### config.mk
export PLATFORM = sky130hd
export DESIGN_NAME = mmp_iddmm_arb
export DESIGN_NICKNAME = d
export VERILOG_FILES = /design/src/rtl/mmp_iddmm_arb.sv
export SDC_FILE = /design/constraint.sdc
export NUM_CORES = 1
export LEC_CHECK = 0
export CAP_MARGIN = 20
export CELL_PAD_IN_SITES_DETAIL_PLACEMENT = 0
export CELL_PAD_IN_SITES_GLOBAL_PLACEMENT = 2
export CORE_AREA = 2 2 514 516
export DETAILED_ROUTE_END_ITERATION = 12
export DIE_AREA = 0 0 516 518
export PLACE_DENSITY = 0.44
export SLEW_MARGIN = 15
export SYNTH_ARGS = -nofsm -noshare
export SYNTH_HDL_FRONTEND = slang
export SYNTH_SLANG_ARGS = --single-unit
export TNS_END_PERCENT = 20
### constraint.sdc
create_clock -name clk -period 8.8 [get_ports clk]
set_clock_uncertainty 0.2 [all_clocks]
set_input_delay 1.76 -clock clk [delete_from_list [all_inputs] [get_ports clk]]
set_output_delay 1.76 -clock clk [all_outputs]
set_load 0.02 [all_outputs]
### src/rtl/mmp_iddmm_arb.sv
// mmp_iddmm_arb: two-channel round-robin arbiter/sequencer in front of one
// mmp_iddmm_sp Montgomery core.
//
// A job is: grant one requester, stream its N x/y operand words out of the
// requester's synchronous buffer into the core's x/y RAMs, pulse task_req,
// then forward each core result word to the granted channel.
//
// Ports
//   clk, rst                    clock, async active-high reset
//   req[1:0]                    per-channel job request (level)
//   gnt[1:0]                    one-hot grant, grant..DONE inclusive
//   op_rd_en/op_rd_addr         operand buffer read (data returns next cycle)
//   op_x0/op_y0, op_x1/op_y1    per-channel operand words
//   m1_cfg                      Montgomery constant, passed to core_wr_m1
//   res_val/res_addr/res_data   per-channel result word stream
//   done[1:0]                   1-cycle job-complete pulse
//   err                         1-cycle pulse on timeout or short result
//   core_*                      write port / start / result of the core
module mmp_iddmm_arb #(
  parameter int K       = 128,
  parameter int N       = 16,
  parameter int ADDR_W  = $clog2(N),
  parameter int TIMEOUT = 8192
) (
  input  logic              clk,
  input  logic              rst,
  input  logic [1:0]        req,
  output logic [1:0]        gnt,
  output logic [1:0]        op_rd_en,
  output logic [ADDR_W-1:0] op_rd_addr,
  input  logic [K-1:0]      op_x0,
  input  logic [K-1:0]      op_y0,
  input  logic [K-1:0]      op_x1,
  input  logic [K-1:0]      op_y1,
  input  logic [K-1:0]      m1_cfg,
  output logic [1:0]        res_val,
  output logic [ADDR_W-1:0] res_addr,
  output logic [K-1:0]      res_data,
  output logic [1:0]        done,
  output logic              err,
  output logic [1:0]        core_wr_ena,
  output logic [ADDR_W-1:0] core_wr_addr,
  output logic [K-1:0]      core_wr_x,
  output logic [K-1:0]      core_wr_y,
  output logic [K-1:0]      core_wr_m1,
  output logic              core_task_req,
  input  logic              core_task_grant,
  input  logic [K-1:0]      core_task_res,
  input  logic              core_task_end
);

  // Counters carry one extra bit so they can hold the value N itself.
  localparam int CW = ADDR_W + 1;
  localparam int TW = (TIMEOUT > 1) ? $clog2(TIMEOUT) : 1;
  localparam logic [CW-1:0] N_C     = CW'(N);
  localparam logic [TW-1:0] TO_LAST = TW'(TIMEOUT - 1);

  typedef enum logic [2:0] {S_IDLE, S_LOAD, S_ISSUE, S_WAIT, S_DONE} st_t;

  st_t           state, nstate;
  logic          last;      // last-served channel
  logic          hold;      // holds off a regrant for the first IDLE cycle
  logic [CW-1:0] rc, wc, wc_eff;
  logic [TW-1:0] tc;
  logic [1:0]    pick;
  logic          acc, set_err;

  assign core_wr_m1 = m1_cfg;

  always_comb begin
    nstate        = state;
    pick          = 2'b00;
    op_rd_en      = 2'b00;
    op_rd_addr    = '0;
    core_wr_ena   = 2'b00;
    core_wr_addr  = '0;
    core_wr_x     = '0;
    core_wr_y     = '0;
    core_task_req = 1'b0;
    done          = 2'b00;
    acc           = 1'b0;
    wc_eff        = wc;
    set_err       = 1'b0;
    case (state)
      S_IDLE: begin
        if (!hold && req != 2'b00) begin
          // on contention the channel not served last wins
          pick   = (req == 2'b11) ? (last ? 2'b01 : 2'b10) : req;
          nstate = S_LOAD;
        end
      end
      S_LOAD: begin
        if (rc < N_C) begin
          op_rd_en   = gnt;
          op_rd_addr = ADDR_W'(rc);
        end
        // buffer data lags the read by a cycle, so the write trails rc by one
        if (rc != '0) begin
          core_wr_ena  = 2'b11;
          core_wr_addr = ADDR_W'(rc - CW'(1));
          core_wr_x    = gnt[1] ? op_x1 : op_x0;
          core_wr_y    = gnt[1] ? op_y1 : op_y0;
        end
        if (rc == N_C) nstate = S_ISSUE;
      end
      S_ISSUE: begin
        core_task_req = 1'b1;
        nstate        = S_WAIT;
      end
      S_WAIT: begin
        acc    = core_task_grant && (wc < N_C);
        wc_eff = wc + CW'(acc);
        if (core_task_end) begin
          nstate  = S_DONE;
          set_err = (wc_eff != N_C);
        end else if (tc == TO_LAST) begin
          nstate  = S_IDLE;
          set_err = 1'b1;
        end
      end
      S_DONE: begin
        done   = gnt;
        nstate = S_IDLE;
      end
      default: nstate = S_IDLE;
    endcase
  end

  always_ff @(posedge clk or posedge rst) begin
    if (rst) begin
      state    <= S_IDLE;
      gnt      <= 2'b00;
      last     <= 1'b1;
      hold     <= 1'b0;
      rc       <= '0;
      wc       <= '0;
      tc       <= '0;
      res_val  <= 2'b00;
      res_addr <= '0;
      res_data <= '0;
      err      <= 1'b0;
    end else begin
      state   <= nstate;
      err     <= set_err;
      res_val <= acc ? gnt : 2'b00;
      if (acc) begin
        res_addr <= ADDR_W'(wc);
        res_data <= core_task_res;
      end
      case (state)
        S_IDLE: begin
          hold <= 1'b0;
          rc   <= '0;
          if (pick != 2'b00) begin
            gnt  <= pick;
            last <= pick[1];
          end
        end
        S_LOAD:  rc <= rc + CW'(1);
        S_ISSUE: begin
          wc <= '0;
          tc <= '0;
        end
        S_WAIT: begin
          wc <= wc_eff;
          tc <= tc + TW'(1);
          if (nstate == S_IDLE) begin   // timeout abort
            gnt  <= 2'b00;
            hold <= 1'b1;
          end
        end
        S_DONE: begin
          gnt  <= 2'b00;
          hold <= 1'b1;
        end
        default: ;
      endcase
    end
  end

endmodule

==> qor.txt, run 1 <==
Fin Setup TNS - 0 ps
Htree depth - 4
Clock sink total - 165
DP HPWL - 125 mm
Minimum clock period - 6010 ps
CTS tree - done
Most common library cell in the layout ignoring fill and taps - clkdlybuf4s50_1
I/O pins - 1310
Synthesized area per cell - 9.98 sq um
Nets - 2856
Most frequent cells in the layout - clkdlybuf4s50_1 (1051), nor2_1 (266), mux2i_1 (257), dfrtp_1 (163), mux2_4 (80)
Ys flop type - dfrtp_1
Syn Nets - 1982
CP Capture Type - output port
Total Wirelength - 140 mm
Leakage - 9.18 nW
Crit-path max FO - 44
Area leader, netlist - dfrtp_1
Relative slew margins - 22.2%
Port Buf Inserts - 1053
Synthesized cell area - 0.0120 sq mm
Area grow syn2layout - 118%
Placed cell areas - 0.0256 sq mm
Vias per inst - 2.29
Synth Register Bits - 165
Post-layout util - 9.99%
Hold Vio Cnt, Final - 0
DRT Pass-1 Iters - 4
Async SR Flop Fraction - 100%
CTS Hold Bufs - 0
RSZ-0062 raised after global routing - no
CTS buffer count - 17
Worst Max-Slew Pin Slew - 1130 ps
FMAX - 166 MHz
# resized after CTS - 0
Post-CTS repair timing setup buffer count - 0
Vias - 12900
Gr usage total - 10.0%
Top cell type's share of synthesized area - 34.2%
Status - finished, final reports clean
Final Slew Violations - 0
DRC Markers - 0
Row count - 188
Die area - 0.267 sq mm
Initial antenna violation count - 75
Arrival time worst endpoint - 4050 ps
Pwr Density - 361 mW/mm^2
Ys Warns - 0
Die height - 518 um
Crit start category - flip-flop
Initial DRC count - 488
Final Power - 9.44 mW
Number of global-route vias before repair - 13500
Grt ovf - 0
Post-Syn Instances - 1202
Sequential fraction of the synthesis area - 34.4%
Placement Setup Slack - 3000 ps
Worst min path class - flip-flop to flip-flop
Clock buffer depth - 2
Final Setup Violations - 0
Period Utilization, post-route - 68.3%
Pin count of the biggest net entering global routing - 133
Final worst slack - 2790 ps
Remaining antenna violation count - 0
Share of layout cells above drive strength 1 - 9.24%
Synth unique cells - 45
Die boundary width - 516 um
Worst skew pair latency - 500 ps
Design Area, Final - 0.0261 sq mm
Number of synthesized flops with an enable pin - 0
Core area - 0.262 sq mm
Critical Path RT - 6840 ps
Top post-synthesis cells by area - dfrtp_1 (34%), mux2i_1 (21%), mux2_4 (10%), nor2_1 (8.3%), buf_4 (8.2%)
Crit path kind - flip-flop to output port
Worst VDD drop - 0.250 mV
CTS Root Cell - clkbuf_16
Max-Cap Viols - 0
First-pass GRT wire length - 168 mm
Clock transition at path regs - 70 ps
Starting Density - 4.59%
GP Congestion - 0.859
Routed WL per cell - 25.0 um
[worst paths after layout]
kind / start / end / slack, ps / cells past startpoint
max: gnt[1] / core_wr_y[12] / 2790 / 4
min: tc[12] / tc[12] / 310 / 2
max reg2reg: state[0] / res_data[95] / 5790 / 5
min reg2reg: tc[12] / tc[12] / 310 / 2
max in group asynchronous: rst / res_data[35] / 5660 / 3
min in group asynchronous: rst / res_data[92] / 1440 / 2
[layer usage]
layer  global-route usage (%)  up-vias  share of wire, %
met5                        0        -              0.20
met1                     10.8     5981                38
met2                     16.9      951                47
met4                     1.58       44               1.4
met3                     5.99      180                14
li1                         -     5696                 -
[layout make-up]
class | instances | area, sq um
Tap cell | 3515 | 4400
Fill cell | 30200 | 235000
Clock inverter | 14 | 115
Timing Repair Buffer | 1069 | 10700
Antenna cell | 3 | 7.51
Sequential cell | 165 | 4130
Clock buffer | 18 | 439
Multi-Input combinational cell | 814 | 6290
Inverter | 9 | 38.8
[through the flow]
stage          instances  hold WS [ps]
2_1_floorplan       1202           266
3_3_place_gp        5571           285
3_5_place_dp        5572           290
4_1_cts             5604           316
5_1_grt             5606           333
6_report            5607           308
[kinds of logic (layout without fill, tap and decap cells)]
family	after synthesis	count (layout)	synth area share, %
adders and majority gates	6	6	0.626
and+or+nand+nor	367	367	12.8
buffers and inverters	223	1110	13.3
DFF	165	165	34.4
AOI/OAI and AO/OA	50	50	2.41
muxes	389	389	36.3
xor gates and xnor gates	2	2	0.146
other	0	3	0
[cell usage after synthesis (17+ instances only)]
cell type and count:
buf_2 17, nand2_1 36, dfrtp_1 164, mux2_4 80, buf_6 32, nand3_1 17
buf_4 131, nor2_1 266, clkbuf_1 33, o21ai_0 23, mux2_2 52, mux2i_1 257
[power breakdown]
part	internal, mW	switching [mW]	leakage, nW	total, mW
Clock	0.375	0.389	0.264	0.765
Combinational	2.91	4.36	6.87	7.27
Sequential	1.10	0.301	2.04	1.40
[worst max-delay path, stage by stage (launching register included)]
cell             delay, ps
dfrtp_4                860
buf_4                  770
mux2i_1               1000
nor2_1                 120
clkdlybuf4s50_1        600
[registers in the layout, indices dropped and copies added, names as in the netlist]
signal,cells
state,3
res_addr,4
hold,1
last,1
gnt,2
tc,13
res_data,128
res_val,2
wc,5
err,1
rc,5
Note: power is estimated with default switching activity, not from simulation.
==> run 2, diff against run 1 <==
--- a/config.mk
+++ b/config.mk
@@ -8,10 +8,10 @@
 export CAP_MARGIN = 20
 export CELL_PAD_IN_SITES_DETAIL_PLACEMENT = 0
 export CELL_PAD_IN_SITES_GLOBAL_PLACEMENT = 2
-export CORE_AREA = 2 2 514 516
+export CORE_AREA = 2 2 517 519
 export DETAILED_ROUTE_END_ITERATION = 12
-export DIE_AREA = 0 0 516 518
-export PLACE_DENSITY = 0.44
+export DIE_AREA = 0 0 519 521
+export PLACE_DENSITY = 0.43
 export SLEW_MARGIN = 15
 export SYNTH_ARGS = -nofsm -noshare
 export SYNTH_HDL_FRONTEND = slang
==> constraint.sdc (replaced) <==
create_clock -name clk -period 5.65 [get_ports clk]
set_clock_uncertainty 0.2 [all_clocks]
set_input_delay 1.13 -clock clk [delete_from_list [all_inputs] [get_ports clk]]
set_output_delay 1.13 -clock clk [all_outputs]
set_load 0.02 [all_outputs]
==> run 2 against run 1 <==
  * First-iteration DRC count fell by 1.6%
  * Sequential power rose by 54%
  * Critical endpoint is now core_wr_y[57]
  * Setup slack got worse by 2300 ps
  * Sequential share of layout area fell by 0.20 points
  * Combinational power rose by 60%
  * Critical path type unchanged
==> qor.txt, run 2 (synthesized netlist as in run 1, its figures left out) <==
Net Sw Power - 8.05 mW (+59%)
Vias - 13300 (+3.2%)
Final Slew Violations - 0 (unchanged)
Arrival time worst endpoint - 3850 ps (-200 ps)
DRC Markers - 0 (unchanged)
Gr usage total - 11.5% (+1.5 points)
Number of global-route vias before repair - 13900 (+2.9%)
Crit start category - flip-flop
Reg2reg path depth - 5 (unchanged)
CP startpoint - rc[0]
Core area - 0.264 sq mm (+1.1%)
Grt ovf - 0 (unchanged)
Fin Setup TNS - 0 ps (unchanged)
Remaining antenna violation count - 0 (unchanged)
Power share of the combinational group - 77.4% (+0.3 points)
Worst min path class - flip-flop to flip-flop
Clock sink total - 165 (unchanged)
Crit path kind - flip-flop to output port
FMAX - 193 MHz
CTS Root Cell - clkbuf_16
Period Utilization, post-route - 91.6%
Nets - 2891 (+1.2%)
Relative slew margins - 18.6% (-3.6 points)
Clock transition at path regs - 80 ps (about the same)
CTS buffer count - 17 (unchanged)
Vias per inst - 2.34 (+2.2%)
I/O pins - 1310 (unchanged)
Flop2flop setup slack - 2750 ps (-3040 ps)
Hold Vio Cnt, Final - 0 (unchanged)
Worst setup endpoint - core_wr_y[57]
Max FFs per register - 128 (unchanged)
Critical Path RT - 4320 ps (-2520 ps)
Leakage - 9.41 nW (+2.5%)
Pwr Density - 567 mW/mm^2 (+57%)
RR Endpoint - res_data[76]
Status - finished, final reports clean
Die height - 521 um (+0.58%)
Die area - 0.270 sq mm (+1.2%)
RSZ-0062 raised after global routing - no
Initial antenna violation count - 120 (+60%)
Most frequent cells in the layout - clkdlybuf4s50_1 (1030), nor2_1 (266), mux2i_1 (252), dfrtp_1 (163), mux2_4 (80)
Clock power frac - 8.3% (+0.2 points)
Post-CTS repair timing setup buffer count - 0 (unchanged)
Starting Density - 4.54% (-0.049 points)
DP HPWL - 147 mm (+18%)
Worst R2R Start - state[0]
Total Wirelength - 161 mm (+15%)
Worst Max-Slew Pin Slew - 1190 ps (+51.8 ps)
Clock buffer depth - 2 (unchanged)
Largest regs - res_data: 128 flops, tc: 13 flops
Biggest register - res_data
Row count - 189 (+0.53%)
Final Setup Violations - 0 (unchanged)
Share of layout cells above drive strength 1 - 11.9% (+2.6 points)
Initial DRC count - 480 (-1.6%)
Switching Fraction - 53.7% (+0.093 points)
Area grow syn2layout - 121%
Routed WL per cell - 28.5 um (+14%)
Pin count of the biggest net entering global routing - 95 (-29%)
# resized after CTS - 0 (unchanged)
Placement Setup Slack - 827 ps (-2170 ps)
Final worst slack - 472 ps (-2310 ps)
Worst skew pair latency - 500 ps (about the same)
Die boundary width - 519 um (+0.58%)
Worst VDD drop - 0.359 mV (+44%)
Max-Cap Viols - 0 (unchanged)
Seq pwr share - 14.4% (-0.4 points)
CP Capture Type - output port
Crit-path max FO - 64 (+45%)
First-pass GRT wire length - 193 mm (+15%)
Htree depth - 4 (unchanged)
GP Congestion - 0.877 (+2.1%)
Port Buf Inserts - 1053 (unchanged)
Most common library cell in the layout ignoring fill and taps - clkdlybuf4s50_1
CTS tree - done
Minimum clock period - 5180 ps
P_int - 6.95 mW (+59%)
DRT Pass-1 Iters - 5 (+1)
CTS Hold Bufs - 0 (unchanged)
[run 2: changes by cell type in the layout (fill, tap and decap cells not counted), moves of 2 or more]
| cell | delta |
|---|---|
| buf_4 | +51 |
| clkdlybuf4s50_1 | -21 |
| diode_2 | +6 |
| buf_12 | +5 |
| mux2i_1 | -5 |
| mux2i_2 | +5 |
| clkbuf_1 | +2 |
| inv_6 | -2 |
[run 2: final cells by class]
| class | instances | area, sq um |
|---|---|---|
| antenna | 9 | 22.5 |
| clock buffer | 19 | 433 |
| clock inverter | 13 | 136 |
| fill | 30700 | 238000 |
| inverter | 9 | 37.5 |
| multi-input combinational | 814 | 6310 |
| sequential | 165 | 4130 |
| tap | 3533 | 4420 |
| timing repair buffer | 1104 | 11000 |
[run 2: how the worst min path moves through the flow]
stage                 start            to  slack (ps)  cells after the start
2_1_floorplan        tc[12]        tc[12]         270                      2
4_1_cts        res_data[50]  res_data[50]         310                      1
3_5_place_dp   res_data[12]  res_data[12]         290                      1
6_report             tc[12]        tc[12]         310                      2
5_1_grt        res_data[47]  res_data[47]         330                      1
3_3_place_gp         tc[12]        tc[12]         280                      2
[run 2: worst max-delay path: stages, from the launching register on]
cell and delay, ps:
dfrtp_1 440, inv_1 130, ha_1 200, nand2_1 100
o21bai_4 600, buf_4 750, buf_4 330, nor2_1 90
clkdlybuf4s50_1 590
[run 2: routing by layer]
layer  GRT usage [%]  share of wire (%)  routed length, um
met1            11.7                 36              57400
met2            21.8                 53              85000
met3            5.11                 10              16200
met4            1.62                1.6               2630
met5           0.193               0.14                230
[run 2: power by group through the flow]
stage / sequential, mW / combinational (mW) / clock, mW
after global placement: 2.17 / 12.2 / 0
after floorplan: 2.58 / 4.79 / 0
after CTS: 2.17 / 12.2 / 1.33
final: 2.15 / 11.6 / 1.24
after detailed placement: 2.17 / 12.2 / 0
after global routing: 2.24 / 12.4 / 1.35
[run 2: per-stage QoR]
stage                     power (mW)  hold WS [ps]  utilization, %  instances  area [sq um]
after floorplan                 7.37           266               -       1202         12000
after global placement          14.4           280            9.77       5621         25800
after detailed placement        14.3           294            9.79       5625         25900
after CTS                       15.7           312            10.0       5657         26400
after global routing            16.0           327            10.0       5659         26500
final                           15.0           307            10.0       5666         26500
==> run 3, diff against run 2 <==
--- a/config.mk
+++ b/config.mk
@@ -6,12 +6,10 @@
 export NUM_CORES = 1
 export LEC_CHECK = 0
 export CAP_MARGIN = 20
-export CELL_PAD_IN_SITES_DETAIL_PLACEMENT = 0
-export CELL_PAD_IN_SITES_GLOBAL_PLACEMENT = 2
-export CORE_AREA = 2 2 517 519
+export CORE_AREA = 2 2 512 514
 export DETAILED_ROUTE_END_ITERATION = 12
-export DIE_AREA = 0 0 519 521
-export PLACE_DENSITY = 0.43
+export DIE_AREA = 0 0 514 516
+export PLACE_DENSITY = 0.32
 export SLEW_MARGIN = 15
 export SYNTH_ARGS = -nofsm -noshare
 export SYNTH_HDL_FRONTEND = slang
==> constraint.sdc (replaced) <==
create_clock -name clk -period 5.5 [get_ports clk]
set_clock_uncertainty 0.2 [all_clocks]
set_input_delay 1.1 -clock clk [delete_from_list [all_inputs] [get_ports clk]]
set_output_delay 1.1 -clock clk [all_outputs]
set_load 0.02 [all_outputs]
==> run 3 against run 2 <==
  * Clock-buffer cell count stayed put
  * Cell count is 2.3% lower
  * Register-to-register slack better by 90 ps
  * Setup slack better by 110 ps
  * Sequential cell count stayed put
  * Core utilization is 0.18 points higher
  * Design area is 0.19% lower
  * Highest routed layer unchanged
  * Power is 2.9% higher
  * Non-clock buffer count is 2 higher
==> qor.txt, run 3 (synthesized netlist as in run 1, its figures left out) <==
Worst VDD drop - 0.397 mV (+11%)
Seq pwr share - 14.3% (about the same)
Gr usage total - 11.8% (+0.33 points)
Arrival time worst endpoint - 3620 ps (-230 ps)
Crit start category - flip-flop
CP Capture Type - output port
Hold Crit Depth - 1 (-1)
Worst min path class - flip-flop to flip-flop
Number of global-route vias before repair - 13800 (-0.68%)
Die area - 0.265 sq mm (-1.9%)
Max-Cap Viols - 0 (unchanged)
Final Power - 15.4 mW (+2.9%)
CTS tree - done
Initial DRC count - 552 (+15%)
CTS Root Cell - clkbuf_16
Largest regs - res_data: 128 flops, tc: 13 flops
Remaining antenna violation count - 0 (unchanged)
Final Slew Violations - 0 (unchanged)
First-pass GRT wire length - 192 mm (-0.32%)
# resized after CTS - 0 (unchanged)
Worst skew pair latency - 490 ps (about the same)
Most common library cell in the layout ignoring fill and taps - clkdlybuf4s50_1
Placement Setup Slack - 842 ps (+14.9 ps)
CP Cell Sequence - inv_1 -> ha_1 -> nand2_1 -> o21bai_4 -> buf_4 -> nor2_1 -> clkdlybuf4s50_1
Fin Setup TNS - 0 ps (unchanged)
Clock power frac - 8.5% (+0.2 points)
Starting Density - 4.63% (+0.090 points)
Placed cell areas - 0.0258 sq mm (-0.33%)
Pwr Density - 584 mW/mm^2 (+3.1%)
RR Endpoint - res_data[83]
Vias - 13300 (+0.41%)
Relative slew margins - 23.6% (+5.0 points)
Worst path buffer plus inverter count - 3 (-1)
Clock sink total - 165 (unchanged)
Vias per inst - 2.41 (+2.7%)
Initial antenna violation count - 137 (+14%)
Net Sw Power - 8.22 mW (+2.1%)
Crit path kind - flip-flop to output port
Flop2flop setup slack - 2840 ps (+90 ps)
Switching Fraction - 53.3% (-0.38 points)
Pin count of the biggest net entering global routing - 105 (+11%)
Die height - 516 um (-0.96%)
Htree depth - 4 (unchanged)
Routed WL per cell - 29.7 um (+4.1%)
Crit-path max FO - 79 (+23%)
DRT Pass-1 Iters - 5 (unchanged)
Biggest register - res_data
Post-CTS repair timing setup buffer count - 0 (unchanged)
Final Setup Violations - 0 (unchanged)
Min-Delay Endpoint - res_data[58]
FMAX - 203 MHz
Slowest cell on crit path - buf_4
RSZ-0062 raised after global routing - no
Worst R2R Start - state[0]
Reg2reg path depth - 5 (unchanged)
P_int - 7.21 mW (+3.7%)
Clock transition at path regs - 70 ps (about the same)
Critical Path RT - 4200 ps (-120 ps)
Min-delay src - res_data[58]
Hold Vio Cnt, Final - 0 (unchanged)
Status - finished, final reports clean
Row count - 187 (-1.1%)
Worst Max-Slew Pin Slew - 1110 ps (-72.9 ps)
Max FFs per register - 128 (unchanged)
Core area - 0.259 sq mm (-1.9%)
Power share of the combinational group - 77.2% (-0.2 points)
GP Congestion - 0.787 (-10%)
Max stage delay on crit path - 720 ps (-30 ps)
Clock buffer depth - 2 (unchanged)
Nets - 2893 (+0.069%)
Leakage - 9.42 nW (+0.17%)
Design Area, Final - 0.0264 sq mm (-0.19%)
CP top delay family - buffers and inverters
DP HPWL - 150 mm (+2.2%)
CTS buffer count - 17 (unchanged)
I/O pins - 1310 (unchanged)
Final worst slack - 579 ps (+106 ps)
DRC Markers - 0 (unchanged)
Grt ovf - 0 (unchanged)
Minimum clock period - 4920 ps
Most frequent cells in the layout - clkdlybuf4s50_1 (1044), nor2_1 (266), mux2i_1 (248), dfrtp_1 (163), mux2_4 (80)
Port Buf Inserts - 1053 (unchanged)
CTS Hold Bufs - 0 (unchanged)
Share of layout cells above drive strength 1 - 11.5% (-0.34 points)
Die boundary width - 514 um (-0.96%)
Area grow syn2layout - 120%
Period Utilization, post-route - 89.5%
Total Wirelength - 164 mm (+1.7%)
[run 3: cell count changes in the layout (fill, tap and decap cells not counted), sizes merged]
cell / previous run / this run
bufinv: 1 / 2
diode: 9 / 10
inv: 15 / 14
clkinvlp: 3 / 1
buf: 74 / 62
clkdlybuf4s50: 1030 / 1044
clkinv: 3 / 5
[run 3: area by class of cell]
type                       instances  area (sq um)
antenna                           10          25.0
clock buffer                      19           443
clock inverter                    13           160
fill                           29900        233000
inverter                           9          37.5
multi-input combinational        814          6320
sequential                       165          4130
tap                             3402          4260
timing repair buffer            1106         11000
[run 3: how the worst max path moves through the flow]
| stage | startpoint | to | slack (ps) | cells past startpoint |
|---|---|---|---|---|
| final | rc[0] | core_wr_x[101] | 580 | 7 |
| after global routing | rc[0] | core_wr_x[71] | 300 | 7 |
| after CTS | rc[0] | core_wr_x[71] | 460 | 7 |
| after detailed placement | op_y1[17] | core_wr_y[17] | 840 | 4 |
| after global placement | op_y1[17] | core_wr_y[17] | 870 | 4 |
| after floorplan | rst | err | 2100 | 1 |
[run 3: layer usage]
layer / GRT usage (%) / part of all wire [%] / vias up
met3: 4.93 / 10 / 276
met2: 21.2 / 50 / 1093
li1: - / - / 5782
met4: 1.87 / 1.9 / 24
met5: 0.379 / 0.17 / -
met1: 13.1 / 38 / 6146
[run 3: power groups by stage]
stage / registers [mW] / logic, mW / clock network (mW)
floorplan: 2.65 / 4.92 / 0
global placement: 2.22 / 12.4 / 0
detailed placement: 2.22 / 12.4 / 0
CTS: 2.23 / 12.5 / 1.40
global route: 2.29 / 12.7 / 1.43
finish: 2.21 / 11.9 / 1.31
[run 3: through the flow]
step | hold slack (ps) | std cells | util [%]
2_1_floorplan | 266 | 1202 | -
3_3_place_gp | 279 | 5496 | 9.95
3_5_place_dp | 291 | 5496 | 9.95
4_1_cts | 313 | 5528 | 10.2
5_1_grt | 323 | 5531 | 10.2
6_report | 306 | 5538 | 10.2
